### src/rtl/systolic_pkg.sv
// Shared types and defaults for the systolic tile datapath.
// Holds the sequencer state enum and array/buffer geometry defaults.
package systolic_pkg;

  localparam int SYS_COLS   = 4;
  localparam int SYS_ROWS   = 4;
  localparam int SYS_DEPTH  = 64;
  localparam int SYS_PTR_W  = 6;
  localparam int DATA_WIDTH = 16;

  typedef enum logic [2:0] {
    IDLE,
    LOAD,
    STREAM,
    DRAIN,
    DONE
  } seq_state_t;

endpackage

### src/rtl/skew_addr_gen.sv
// Per-column diagonal skew: column c streams words 0..K-1 at t=c..c+K-1.
// In: active, t, k. Out: col_en[COLS], addr[COLS*PTR_W] (0 when disabled).
module skew_addr_gen #(
  parameter int COLS  = 4,
  parameter int PTR_W = 6
) (
  input  logic                    active,
  input  logic [PTR_W:0]          t,
  input  logic [PTR_W:0]          k,
  output logic [COLS-1:0]         col_en,
  output logic [COLS*PTR_W-1:0]   addr
);

  for (genvar c = 0; c < COLS; c++) begin : g_col
    localparam logic [PTR_W+1:0] C = (PTR_W + 2)'(c);
    logic [PTR_W+1:0] tw;
    logic [PTR_W+1:0] kw;
    logic             en;

    // One extra bit so c+K never wraps at K=DEPTH.
    assign tw = {1'b0, t};
    assign kw = {1'b0, k};
    assign en = active && (tw >= C) && (tw < C + kw);

    assign col_en[c] = en;
    assign addr[c*PTR_W +: PTR_W] =
      en ? (t[PTR_W-1:0] - C[PTR_W-1:0]) : '0;
  end

endmodule

### src/rtl/systolic_tile_sequencer.sv
// Command-driven tile sequencer: load K beats, skewed stream, drain, done.
// In: clk, rst_n, start, k_len, abort, ld_data_valid. Out: ld_*, stream_*, acc_clear, busy, done.
module systolic_tile_sequencer
  import systolic_pkg::*;
#(
  parameter int COLS         = SYS_COLS,
  parameter int ROWS         = SYS_ROWS,
  parameter int DEPTH        = SYS_DEPTH,
  parameter int PTR_W        = SYS_PTR_W,
  parameter int DRAIN_CYCLES = ROWS + COLS - 1
) (
  input  logic                  clk,
  input  logic                  rst_n,
  input  logic                  start,
  input  logic [PTR_W:0]        k_len,
  input  logic                  abort,
  input  logic                  ld_data_valid,
  output logic                  ld_we,
  output logic [PTR_W-1:0]      ld_addr,
  output logic [COLS-1:0]       stream_col_en,
  output logic [COLS*PTR_W-1:0] stream_addr,
  output logic                  acc_clear,
  output logic                  busy,
  output logic                  done
);

  localparam int CW = PTR_W + 1;
  typedef logic [CW-1:0] cnt_t;

  localparam cnt_t DEPTH_C = cnt_t'(DEPTH);
  localparam cnt_t LAST_DR = cnt_t'(DRAIN_CYCLES - 1);

  seq_state_t state, state_nx;
  cnt_t       k_q, k_nx;
  cnt_t       cnt_q, cnt_nx;
  logic [CW:0] t_end;
  logic        t_last;
  logic        streaming;

  // Stream runs t = 0 .. K+COLS-2.
  assign t_end  = {1'b0, k_q} + (CW + 1)'(COLS - 1);
  assign t_last = ({1'b0, cnt_q} + 1'b1) == t_end;

  always_ff @(posedge clk or negedge rst_n) begin
    if (!rst_n) begin
      state <= IDLE;
      k_q   <= '0;
      cnt_q <= '0;
    end else begin
      state <= state_nx;
      k_q   <= k_nx;
      cnt_q <= cnt_nx;
    end
  end

  always_comb begin
    state_nx = state;
    k_nx     = k_q;
    cnt_nx   = cnt_q;
    if (abort) begin
      state_nx = IDLE;
      k_nx     = '0;
      cnt_nx   = '0;
    end else begin
      unique case (state)
        IDLE: begin
          if (start) begin
            k_nx     = (k_len > DEPTH_C) ? DEPTH_C : k_len;
            cnt_nx   = '0;
            state_nx = (k_len == '0) ? DONE : LOAD;
          end
        end
        LOAD: begin
          if (ld_data_valid) begin
            if ((cnt_q + 1'b1) == k_q) begin
              cnt_nx   = '0;
              state_nx = STREAM;
            end else begin
              cnt_nx = cnt_q + 1'b1;
            end
          end
        end
        STREAM: begin
          if (t_last) begin
            cnt_nx   = '0;
            state_nx = (DRAIN_CYCLES == 0) ? DONE : DRAIN;
          end else begin
            cnt_nx = cnt_q + 1'b1;
          end
        end
        DRAIN: begin
          if (cnt_q == LAST_DR) begin
            cnt_nx   = '0;
            state_nx = DONE;
          end else begin
            cnt_nx = cnt_q + 1'b1;
          end
        end
        DONE: begin
          k_nx     = '0;
          state_nx = IDLE;
        end
        default: state_nx = IDLE;
      endcase
    end
  end

  always_comb begin
    ld_we     = 1'b0;
    ld_addr   = '0;
    acc_clear = 1'b0;
    streaming = 1'b0;
    busy      = (state != IDLE);
    done      = (state == DONE);
    unique case (state)
      LOAD: begin
        ld_we   = ld_data_valid;
        ld_addr = cnt_q[PTR_W-1:0];
      end
      STREAM: begin
        streaming = 1'b1;
        acc_clear = (cnt_q == '0);
      end
      default: ;
    endcase
  end

  skew_addr_gen #(
    .COLS  (COLS),
    .PTR_W (PTR_W)
  ) u_skew (
    .active (streaming),
    .t      (cnt_q),
    .k      (k_q),
    .col_en (stream_col_en),
    .addr   (stream_addr)
  );

endmodule

### config.mk
export PLATFORM = sky130hd
export DESIGN_NAME = systolic_tile_sequencer
export DESIGN_NICKNAME = d
export VERILOG_FILES = /design/src/rtl/systolic_pkg.sv /design/src/rtl/skew_addr_gen.sv /design/src/rtl/systolic_tile_sequencer.sv
export SDC_FILE = /design/constraint.sdc
export NUM_CORES = 1
export LEC_CHECK = 0
export CORE_MARGIN = 3
export CORE_UTILIZATION = 45
export CTS_CLUSTER_DIAMETER = 60
export DETAILED_ROUTE_END_ITERATION = 7
export PLACE_DENSITY = 0.83
export SYNTH_ARGS = -nofsm -noshare
export SYNTH_HDL_FRONTEND = slang
export SYNTH_HIERARCHICAL = 1
export SYNTH_SLANG_ARGS = --single-unit
### constraint.sdc
create_clock -name clk -period 3.1 [get_ports clk]
set_clock_uncertainty 0.1 [all_clocks]
set_input_delay 0.775 -clock clk [delete_from_list [all_inputs] [get_ports clk]]
set_output_delay 0.775 -clock clk [all_outputs]
set_load 0.005 [all_outputs]
==> metrics.txt, run 1 <==
status finished with violations; violated checks negative setup slack; reg2reg path depth 9; Via Count roughly 3200; H-tree Lvls 1; worst r2r dst cnt_q[1]; Warnings, synthesis 6; synthesized area between 2000 and 3000 um^2; synthesized flop and latch total 17; R2R setup slack 0.19 ns; Synth Flop Type dfrtp_1; maximum root-to-sink buffer count 2; fin worst setup slack -0.375 ns; Synth Area in Simple Gates 0.294; f_max between 200 and 300 MHz; detailed-route wire length approximately 9.3 mm; IO Port Bufs 49; Syn Nets about 420; Synth Area in Adders 0.166; number of distinct library cells after synthesis 67; Final Hold Vio Count 0; met2 WL post-DR approximately 4.8 mm; mux cell area share after synthesis 0; final setup violating endpoints 20; fin crit share 1.12; Synth Instances ~370; die area roughly 7500 um^2; global placer's final weighted congestion 0.892; crit start category flip-flop; CORE AREA 6130 um^2; root buffer cell clkbuf_8; worst hold path depth 2; DIE WIDTH roughly 87 um; Syn Area/Cell around 8.0 um^2; Met1 Routed Length between 3 and 4 mm; Max Cap Violations 0; r2r startpoint cnt_q[0]; final slew viol count 0; relative slew slack 0.452; Final min period between 3 and 4 ns; worst-path maximum fanout 5; GRT Total Usage 0.239; RSZ-0062 raised after global routing true; area leader, netlist ha_1; TritonCTS buffer count 3; Avg WL per Cell about 17 um; commonest non-fill, non-tap cell in the layout buf_4; WP data required ~2.2 ns; first-pass GRT wire length between 10 and 15 mm; type of the worst setup path flip-flop to output pin; DR top layer met4; grt ovf 0; largest family of logic cells by synthesized area simple AND/OR/NAND/NOR gates; Logic pwr share 0.574; post-route cell area around 4200 um^2; most frequent cells in the layout 58 x buf_4, 40 x nand2_1, 31 x ha_1; worst skew pair latency ~0.26 ns; Compound-Gate Fraction of Synth Area 0.190; Pwr per Cell Area around 240 nW/um^2; worst hold slack ~0.53 ns; layout cells sized above 1 0.383; nets@finish between 500 and 600; Peak VDD IR 0.263 mV; total iterations of the first detailed-routing run 4; DR iter-0 viols 163; DP HPWL 6.38 mm; vias per cell roughly 5.8; P_leak ~1.9 nW; FP Rows 28; Post-synth EDFFs 0; Synth async-reset ratio 1.00; Yosys top cell area share 0.166; CTS tree done; initial core utilization 0.480; WHS Endpoint state[2]; clk sinks 17; Setup WS pre-CTS -0.322 ns; Internal 0.600 mW; Critical Path AT ~2.6 ns; Worst Tran Pin Value 0.820 ns; switching part of the total 0.407; Reg power frac 0.255; area growth from synthesis to layout 42.8%; Die Ht between 80 and 90 um; overall power a little over 1 mW; Ports 50; Worst-path clk slew ~0.07 ns; largest cells by area after synthesis ha_1 17%, dfrtp_1 14%, xnor2_1 8.3%; Worst Hold Launch state[2]; post-synthesis sequential area ratio 0.145; CP endpoint kind output pin; met3 WL around 570 um; number of global-route vias before repair 3068; area post-placement around 3800 um^2; min-delay worst type flip-flop to flip-flop; Diodes inserted 0; clock group share of total power 0.170; DRC 0; initial antenna violation count 0; net switching power 0.413 mW; Routed Antenna Nets 0; Synth Area in XOR/XNOR 0.129; pin count of the biggest net entering global routing 18
-- power by group through the flow --
stage | combinational [mW] | sequential, mW | clock [mW]
after detailed placement | 0.467 | 0.259 | 0
after global placement | 0.452 | 0.259 | 0
after floorplan | 0.296 | 0.267 | 0
after global routing | 0.625 | 0.261 | 0.180
final | 0.582 | 0.259 | 0.173
after CTS | 0.538 | 0.257 | 0.175
-- what timing repair did --
item	4_1_cts	5_1_grt
resized for setup	139	41
buffers inserted	18	4
hold buffers	0	0
pin swaps	33	17
endpoints found under the setup margin	29	36
-- cell families after synthesis --
| family | Yosys count |
|---|---|
| AND/OR/NAND/NOR | 155 |
| AO/OA/AOI/OAI | 70 |
| buffers and inverters | 46 |
| XOR/XNOR | 41 |
| adder cells (fa/ha/maj) | 39 |
| flip-flops | 17 |
-- area by class of cell --
| type | instances | area (um^2) |
|---|---|---|
| Inverter | 25 | 93.8 |
| Sequential cell | 17 | 430 |
| Tap cell | 75 | 93.8 |
| Multi-Input combinational cell | 305 | 2620 |
| Timing Repair Buffer | 119 | 920 |
| Clock buffer | 4 | 45.0 |
| Fill cell | 449 | 1930 |
-- cells in the mapped netlist (all sizes together) (4+ instances only) --
cell type and count:
a21o 7, a21oi 18, and2 9, buf 15, clkbuf 6, dfrtp 17, ha 39, inv 25
nand2 41, nand2b 6, nand3 11, nand4 5, nor2 28, nor3 26, nor3b 7, nor4 4
o21ai 12, o221ai 6, or3 5, xnor2 29, xor2 11
-- sequential cells by signal, summed over array words and instances, names as in the netlist --
| signal | flops |
|---|---|
| k_q | 7 |
| cnt_q | 7 |
| state | 3 |
-- how the worst max path moves through the flow --
stage	startpoint	endpoint	slack, ns	cells after the start
global placement	k_q[1]	stream_addr[20]	-0.24	10
global route	k_q[1]	stream_addr[21]	-0.39	12
finish	k_q[1]	stream_addr[21]	-0.37	12
CTS	k_q[2]	stream_addr[22]	-0.18	12
detailed placement	k_q[1]	stream_addr[22]	-0.32	10
floorplan	k_q[1]	stream_col_en[3]	0.04	11
-- through the flow --
step / instances / TNS (ns) / util
2_1_floorplan: 368 / 0 / -
3_3_place_gp: 519 / -4.12 / 0.613
3_5_place_dp: 519 / -6.27 / 0.613
4_1_cts: 541 / -2.08 / 0.664
5_1_grt: 545 / -6.29 / 0.685
6_report: 545 / -4.14 / 0.685
-- worst max-delay path, stage by stage, from the launching register on --
cell      delay (ns)
dfrtp_2         0.45
buf_6           0.13
ha_4            0.18
a21oi_4         0.14
buf_4           0.13
buf_4           0.13
xnor2_1         0.08
ha_1            0.20
a211oi_2        0.28
a21oi_4         0.13
buf_6           0.14
nor3_1          0.20
buf_2           0.15
-- per-layer routing --
metal  track usage  up-vias
li1              -     1499
met1         0.276     1488
met2         0.451      143
met3        0.0199       35
met4        0.0907        0
met5             0        -
No activity file was read; power rests on OpenSTA's default activity.
==> run 2, diff against run 1 <==
--- a/config.mk
+++ b/config.mk
@@ -5,6 +5,7 @@
 export SDC_FILE = /design/constraint.sdc
 export NUM_CORES = 1
 export LEC_CHECK = 0
+export CAP_MARGIN = 20
 export CORE_MARGIN = 3
 export CORE_UTILIZATION = 45
 export CTS_CLUSTER_DIAMETER = 60
==> results of run 2 <==
Same layout as run 1: the final DEF is identical, and so are final timing and power.
==> run 3, diff against run 2 <==
--- a/config.mk
+++ b/config.mk
@@ -15,3 +15,4 @@
 export SYNTH_HDL_FRONTEND = slang
 export SYNTH_HIERARCHICAL = 1
 export SYNTH_SLANG_ARGS = --single-unit
+export TNS_END_PERCENT = 10
==> metrics.txt, run 3 (same netlist as run 1, synthesis figures left out) <==
worst hold path depth 2; fin crit share 1.07; Diodes inserted 0; net switching power 0.404 mW; nets@finish slightly above 500; pin count of the biggest net entering global routing 18; Final min period between 3 and 4 ns; clk sinks 17; crit start category flip-flop; Logic pwr share 0.563; Hold Buf Count CTS 0; reg2reg path depth 9; GRT Total Usage 0.233; final setup violating endpoints 21; number of global-route vias before repair between 2000 and 3000; DP HPWL roughly 6.4 mm; violated checks negative setup slack; H-tree Lvls 1; DR iter-0 viols about 170; Ports 50; Worst-path clk slew 0.06 ns; IO Port Bufs roughly 50; clock group share of total power 0.175; Largest regs cnt_q: 7 flops, k_q: 7 flops, state: 3 flops; first-pass GRT wire length roughly 14 mm; area growth from synthesis to layout 39.9%; switching part of the total 0.410; Routed Antenna Nets 0; fin worst setup slack -0.206 ns; Die Ht a little under 90 um; total iterations of the first detailed-routing run 4; most frequent cells in the layout 57 x buf_4, 40 x nand2_1, 33 x ha_1; post-route cell area about 4000 um^2; Max Cap Violations 0; layout cells sized above 1 0.348; grt ovf 0; CP cell instances buf_4 > ha_4 > a21oi_4 > buf_4 > buf_4 > xnor2_1 > ha_1 > a211oi_2 > a21oi_2 > buf_4 > nor3_1 > buf_2; RSZ-0062 raised after global routing true; Worst Hold Launch state[2]; CP endpoint kind output pin; DIE WIDTH just under 90 um; min-delay worst type flip-flop to flip-flop; CTS tree done; cell mode on critical path buf_4; relative slew slack 0.445; vias per cell between 5 and 6; type of the worst setup path flip-flop to output pin; critical path's slowest cell dfrtp_2; Reg power frac 0.262; Avg WL per Cell around 17 um; f_max just over 300 MHz; WP data required around 2.2 ns; worst r2r dst cnt_q[4]; die area about 7500 um^2; Internal 0.583 mW; commonest non-fill, non-tap cell in the layout buf_4; initial antenna violation count 0; Critical Path AT 2.43 ns; r2r startpoint cnt_q[0]; FP Rows 28; CORE AREA around 6100 um^2; detailed-route wire length about 9.0 mm; Worst Tran Pin Value just over 0.8 ns; Final Hold Vio Count 0; fin util 0.672; global placer's final weighted congestion 0.892; status finished with violations; P_leak ~1.9 nW; Via Count 3120; DRC 0; maximum root-to-sink buffer count 2; TritonCTS buffer count 3; R2R setup slack roughly 0.18 ns; initial core utilization 0.480; worst-path maximum fanout 5; final slew viol count 0; WHS Endpoint state[2]; Pwr per Cell Area roughly 240 nW/um^2; area post-placement 3760 um^2; Peak VDD IR 0.263 mV; worst skew pair latency roughly 0.26 ns; Worst path max stage delay 0.43 ns; root buffer cell clkbuf_8
-- run 3: worst max-delay path, delay by kind of cell (launching register included) --
| family | cells | cell delay (ns) |
|---|---|---|
| xor+xnor | 1 | 0.07 |
| compound gates | 3 | 0.47 |
| simple gates | 1 | 0.15 |
| fa+ha+maj | 2 | 0.35 |
| buf+inv | 5 | 0.70 |
| flops | 1 | 0.43 |
-- run 3: final cells by class --
cell class              instances  area [um^2]
flip-flops and latches         17          429
well taps                      75         93.8
multi-input cells             305         2550
repair buffers                114          903
clock buffers                   4         45.0
inverters                      25         96.3
fillers                       475         2010
-- run 3: routing by layer --
metal,global-route usage,share of wire,up-vias
li1,-,-,1494
met1,0.277,0.41,1474
met2,0.431,0.52,123
met3,0.0180,0.051,29
met4,0.0907,0.023,0
met5,0,0,-
-- run 3: per-stage QoR --
stage | hold slack, ns | setup slack (ns) | cells | setup TNS [ns] | total power, mW
after global placement | 0.519 | -0.238 | 519 | -4.12 | 0.711
after global routing | 0.576 | -0.323 | 540 | -5.51 | 1.04
final | 0.526 | -0.206 | 540 | -3.30 | 0.987
after CTS | 0.530 | -0.226 | 538 | -3.53 | 0.956
after detailed placement | 0.518 | -0.322 | 519 | -6.27 | 0.727
after floorplan | 0.379 | 0.0443 | 368 | 0 | 0.563
-- run 3: repair_timing --
action	4_1_cts	5_1_grt
buffers inserted	15	2
pin swaps	22	22
setup endpoints to repair	29	36
resized for setup	108	42
-- run 3: worst max-delay path by stage --
stage,start,slack (ns),cells after the start,end
floorplan,k_q[1],0.04,11,stream_col_en[3]
global placement,k_q[1],-0.24,10,stream_addr[20]
detailed placement,k_q[1],-0.32,10,stream_addr[22]
CTS,k_q[2],-0.23,9,stream_addr[1]
global route,k_q[2],-0.32,10,stream_col_en[2]
finish,k_q[2],-0.21,12,stream_addr[23]
-- run 3: power groups by stage --
stage	combinational (mW)	clock [mW]	sequential (mW)
2_1_floorplan	0.296	0	0.267
6_report	0.555	0.173	0.259
3_5_place_dp	0.467	0	0.259
5_1_grt	0.596	0.180	0.262
4_1_cts	0.525	0.175	0.256
3_3_place_gp	0.452	0	0.259
